--- config.mk ---
export PLATFORM = sky130hd
export DESIGN_NAME = difftest_step_batcher
export DESIGN_NICKNAME = d
export VERILOG_FILES = /design/src/rtl/difftest_step_pkg.sv /design/src/rtl/difftest_idle_timer.sv /design/src/rtl/difftest_step_batcher.sv
export SDC_FILE = /design/constraint.sdc
export NUM_CORES = 1
export LEC_CHECK = 0
export CAP_MARGIN = 5
export CORE_UTILIZATION = 30
export CTS_CLUSTER_DIAMETER = 120
export DETAILED_ROUTE_END_ITERATION = 8
export SETUP_SLACK_MARGIN = 0.3
export SLEW_MARGIN = 25
export SYNTH_ARGS = -nofsm -noshare
export SYNTH_HDL_FRONTEND = slang
export SYNTH_SLANG_ARGS = --single-unit
--- constraint.sdc ---
create_clock -name clock -period 10.9 [get_ports clock]
set_clock_uncertainty 0.05 [all_clocks]
set_input_delay 1.635 -clock clock [delete_from_list [all_inputs] [get_ports clock]]
set_output_delay 1.635 -clock clock [all_outputs]
set_load 0.01 [all_outputs]
--- src/rtl/difftest_step_pkg.sv ---
// Shared types for the difftest step batcher.
// Contents: default step width, batcher state encoding, step count type.
// No ports (package only).
package difftest_step_pkg;

    localparam int DEFAULT_STEP_WIDTH = 8;

    typedef enum logic {
        ACCUM = 1'b0,
        DONE  = 1'b1
    } batch_state_e;

    typedef logic [DEFAULT_STEP_WIDTH-1:0] step_t;

endpackage

--- src/rtl/difftest_idle_timer.sv ---
// Saturating count of consecutive idle cycles for the step batcher.
// Ports: clock, reset (sync, active-low), clr (zero the count), inc (count one idle
// cycle), expired (count has reached IDLE_TIMEOUT-1).
module difftest_idle_timer #(
    parameter int IDLE_TIMEOUT = 64
) (
    input  logic clock,
    input  logic reset,
    input  logic clr,
    input  logic inc,
    output logic expired
);

    localparam int CW = (IDLE_TIMEOUT > 1) ? $clog2(IDLE_TIMEOUT) : 1;
    localparam logic [CW-1:0] LAST = CW'(IDLE_TIMEOUT - 1);

    logic [CW-1:0] idle;

    always_ff @(posedge clock) begin
        if (!reset) begin
            idle <= '0;
        end else if (clr) begin
            idle <= '0;
        end else if (inc && (idle != LAST)) begin
            idle <= idle + CW'(1);
        end
    end

    assign expired = (idle == LAST);

endmodule

--- src/rtl/difftest_step_batcher.sv ---
// Batches cycles carrying difftest events into one registered difftest_step pulse.
// Ports: clock, reset (sync, active-low), enable, in_valid, in_trap -> difftest_step
// (1-cycle count pulse), done (sticky after trap), total_steps, batch_count.
module difftest_step_batcher
    import difftest_step_pkg::*;
#(
    parameter int STEP_WIDTH   = DEFAULT_STEP_WIDTH,
    parameter int BATCH_SIZE   = 32,
    parameter int IDLE_TIMEOUT = 64
) (
    input  logic                  clock,
    input  logic                  reset,
    input  logic                  enable,
    input  logic                  in_valid,
    input  logic                  in_trap,
    output logic [STEP_WIDTH-1:0] difftest_step,
    output logic                  done,
    output logic [63:0]           total_steps,
    output logic [31:0]           batch_count
);

    localparam logic [STEP_WIDTH:0] FULL = (STEP_WIDTH + 1)'(BATCH_SIZE);

    batch_state_e          state;
    batch_state_e          state_d;
    logic [STEP_WIDTH-1:0] acc;
    logic [STEP_WIDTH-1:0] acc_d;
    logic [STEP_WIDTH-1:0] step_d;
    logic [STEP_WIDTH:0]   nxt;
    logic                  v;
    logic                  acc_nz;
    logic                  expired;
    logic                  idle_clr;
    logic                  idle_inc;

    difftest_idle_timer #(
        .IDLE_TIMEOUT(IDLE_TIMEOUT)
    ) u_idle_timer (
        .clock   (clock),
        .reset   (reset),
        .clr     (idle_clr),
        .inc     (idle_inc),
        .expired (expired)
    );

    // Flush priority: trap > full > idle timeout. nxt is one bit wider than acc so
    // the compare against BATCH_SIZE cannot alias; every loaded value is at most
    // BATCH_SIZE, which fits STEP_WIDTH, so dropping the top bit is lossless.
    always_comb begin
        v        = in_valid & enable;
        nxt      = {1'b0, acc} + {{STEP_WIDTH{1'b0}}, v};
        acc_nz   = |acc;
        state_d  = state;
        acc_d    = acc;
        step_d   = '0;
        idle_clr = 1'b1;
        idle_inc = 1'b0;

        if (state == ACCUM) begin
            if (in_trap) begin
                step_d  = nxt[STEP_WIDTH-1:0];
                acc_d   = '0;
                state_d = DONE;
            end else if (nxt == FULL) begin
                step_d = nxt[STEP_WIDTH-1:0];
                acc_d  = '0;
            end else if (!v && acc_nz && expired) begin
                // No valid this cycle, so acc is the whole batch.
                step_d = acc;
                acc_d  = '0;
            end else begin
                acc_d    = nxt[STEP_WIDTH-1:0];
                // Idle counting only runs while a nonempty batch waits for input.
                idle_clr = v | ~acc_nz;
                idle_inc = 1'b1;
            end
        end else begin
            acc_d = '0;
        end
    end

    always_ff @(posedge clock) begin
        if (!reset) begin
            state         <= ACCUM;
            acc           <= '0;
            difftest_step <= '0;
            done          <= 1'b0;
            total_steps   <= '0;
            batch_count   <= '0;
        end else begin
            state         <= state_d;
            acc           <= acc_d;
            difftest_step <= step_d;
            // Trails the trap flush by one cycle because it follows the registered state.
            done          <= done | (state == DONE);
            if (step_d != '0) begin
                total_steps <= total_steps + 64'(step_d);
                batch_count <= batch_count + 32'd1;
            end
        end
    end

endmodule

==> insert_results.sql <==
INSERT INTO impl_metrics (metric_group, metric, value, unit) VALUES
('power', 'power_density', '125', 'nW/um^2'),
('timing', 'achievable-frequency', '155', 'MHz'),
('synth', 'post_synth_inst_count', '748', ''),
('synth', 'synthArstFlopShare', '0', '%'),
('synth', 'sequential_share_of_the_synthesized_area', '38.4', '%'),
('synth', 'synth_mux_area_share', '1.38', '%'),
('cts', 'htreeDepth', '4', ''),
('timing', 'worstMarginPinSlew', '1000', 'ps'),
('layout', 'synth_to_final_area_change', '28.7', '%'),
('place', 'place.port_buffers', '109', ''),
('layout', 'leading_cell_type_in_the_layout_fill_and_taps_excluded', 'dfxtp_1', ''),
('worst_setup_path', 'worst_ep_arrival_time', '6730', 'ps'),
('cts', 'cts.root.buffer_cell', 'clkbuf_16', ''),
('power', 'max_vdd_drop', '0.0977', 'mV'),
('floorplan', 'initial_core_util', '30.8', '%'),
('timing', 'setup_tns', '0', 'ps'),
('outcome', 'run_status', 'complete, no violations', ''),
('power', 'p_leak', '2.45', 'nW'),
('synth', 'avgSynthCellArea', '8.37', 'sq um'),
('routing', 'antenna_left', '0', ''),
('timing', 'timing.final.crit_share', '59.1', '%'),
('place', 'globalplace.congestion', '0.807', ''),
('floorplan', 'die-width', '146', 'um'),
('routing', 'wire_per_inst', '14.8', 'um'),
('routing', 'iter_0_drt_violations', '332', ''),
('layout', 'final-seq-area', '2400', 'sq um'),
('routing', 'routed_wirelength', '16600', 'um'),
('synth', 'synth_area', '6260', 'sq um'),
('worst_setup_path', 'worstPathCellList', 'clkdlybuf4s50_1 > nand2_1 > inv_1 > ha_1 > ha_1 > and2_1 > and2_1 > o21ai_1 > a31oi_1 > nand3_1 > a21oi_1 > ha_1 > fa_1 > a21o_1 > a21oi_1 > nor2b_1 > o21ai_0 > a21o_1 > buf_4 > or2_2 > or4_1 > a21oi_1', ''),
('routing', 'route.detailed.vias_per_inst', '5.32', ''),
('cts', 'clk_transition_reported_paths', '50', 'ps'),
('grt', 'grt_remaining_overflow', '0', ''),
('layout', 'final_core_util', '39.6', '%'),
('synth', 'netlist-cell-type-count', '61', ''),
('timing', 'timing.final.hold_violations', '0', ''),
('timing', 'minimum_setup_slack_in_the_final_design', '4460', 'ps'),
('layout', 'area_of_the_multi_input_gates', '3550', 'sq um'),
('cts', 'cts_tree', 'yes', ''),
('grt', 'pin_count_of_the_biggest_net_entering_global_routing', '93', ''),
('grt', 'all_layer_global_routing_usage', '15.9', '%'),
('worst_setup_path', 'cp_max_stage_cell', 'a31oi_1', ''),
('routing', 'drt_pass1_iterations', '6', ''),
('worst_setup_path', 'worstPathMaxFanout', '42', ''),
('synth', 'ys_ff_latch', '120', ''),
('synth', 'synth-xor-area-share', '3.22', '%'),
('routing', 'routed-via-count', '5961', ''),
('worst_setup_path', 'endpoint_kind_of_the_worst_setup_timing_path', 'flop', ''),
('synth', 'synth-simple-area-share', '28.4', '%'),
('synth', 'synth_flop_cell', 'dfxtp_1', ''),
('min_path', 'worstHoldPathType', 'flop to flop', ''),
('layout', 'antenna_cells', '0', ''),
('timing', 'max_slew_margin', '33.0', '%'),
('worst_setup_path', 'critPathRequiredTime', '11190', 'ps'),
('run', 'reported_max_cap_violation_count', '0', ''),
('layout', 'drive_gt1_share', '6.35', '%'),
('timing', 'grt_setup_unrepaired', 'false', ''),
('layout', 'finalNetCount', '856', ''),
('timing', 'period_needed', '6440', 'ps'),
('synth', 'synth_edf_count', '0', ''),
('worst_setup_path', 'worstSetupStartpointType', 'input port', ''),
('worst_setup_path', 'cpPeakStageDelay', '770', 'ps'),
('grt', 'antenna_violations_before_repair', '0', ''),
('layout', 'final_cell_mix', '120 x dfxtp_1, 109 x clkdlybuf4s50_1, 89 x a21oi_1', ''),
('floorplan', 'die_height', '146', 'um'),
('synth', 'synth_top_family_by_area', 'simple AND/OR/NAND/NOR gates', ''),
('synth', 'syn_nets', '766', ''),
('place', 'dp_hpwl', '11200', 'um'),
('layout', 'nFillCells', '2045', ''),
('place', 'dp_worst_setup_slack', '4090', 'ps'),
('cts', 'cts_hold_buffers', '0', ''),
('floorplan', 'core_area', '20400', 'sq um');
-- cell type report --
class	count	share of cell area (%)
multi-input combinational	566	44.0
clock buffer	19	5.37
clock inverter	13	1.61
sequential	120	29.8
timing repair buffer	115	14.2
tap	270	4.19
inverter	18	0.838
-- layer usage --
metal | vias up | share of wire (%) | track usage, %
li1 | 2998 | - | -
met1 | 2807 | 48 | 21.3
met2 | 143 | 46 | 25.2
met3 | 13 | 4.5 | 3.91
met4 | 0 | 0.95 | 5.05
met5 | - | 0 | 0
-- power by group --
part	internal, mW	switching, mW
Clock	0.334	0.209
Sequential	0.440	0.00272
Combinational	0.00790	0.0171
-- flip-flops by register name (all words and copies together), names as in the netlist --
name / count
total_steps: 64
done: 1
u_idle_timer.idle: 6
batch_count: 32
difftest_step: 8
acc: 8
state: 1
-- Yosys cell counts, types with 11 or more instances --
cell      number  area share (%)
inv_1         18             1.1
o21ai_1       22             1.8
a21oi_1       89             7.1
or4_1         42             5.0
nand2_1       66             4.0
o21ai_0       11            0.88
nor3_1        16             1.3
ha_1          12             2.4
clkbuf_1      23             1.4
xnor2_1       15             2.1
and3_1        15             1.5
nand4_1       22             2.2
o31ai_1       43             5.2
nand3_1       36             2.9
or3_1         32             3.2
nor2_1        41             2.5
dfxtp_1      120              38
-- stage by stage --
stage / instance area (sq um) / power (mW) / hold WS, ps / cells
after detailed placement: 7490 / 0.477 / 405 / 1088
after CTS: 8050 / 1.02 / 428 / 1120
after global routing: 8060 / 1.04 / 460 / 1121
after global placement: 7490 / 0.477 / 412 / 1088
final: 8060 / 1.01 / 431 / 1121
after floorplan: 6260 / 0.469 / 426 / 748
-- cells by family (layout without fill, tap and decap cells) --
kind of cell               count (synthesis)  count (layout)
and+or+nand+nor                          321             321
muxes                                      8               8
AOI/OAI and AO/OA                        201             201
xor gates and xnor gates                  23              23
DFF                                      120             120
adders and majority gates                 13              13
buffers and inverters                     62             165
-- path summary, 6_finish.rpt --
check / cells after the start / slack (ps) / endpoint / start
worst min-delay path: 2 / 430 / total_steps[0] / total_steps[0]
worst max-delay path: 22 / 4460 / total_steps[52] / in_valid
worst max register to register: 19 / 5890 / total_steps[52] / acc[0]
worst min register to register: 2 / 430 / total_steps[0] / total_steps[0]
-- worst max-delay path: cells and delay by family --
kind                     cells  cell delay (ps)
AO/OA/AOI/OAI                8             1790
AND/OR/NAND/NOR              7             1630
adder cells (fa/ha/maj)      4              870
buffers and inverters        3              770
(Power assumes the default switching activity.)
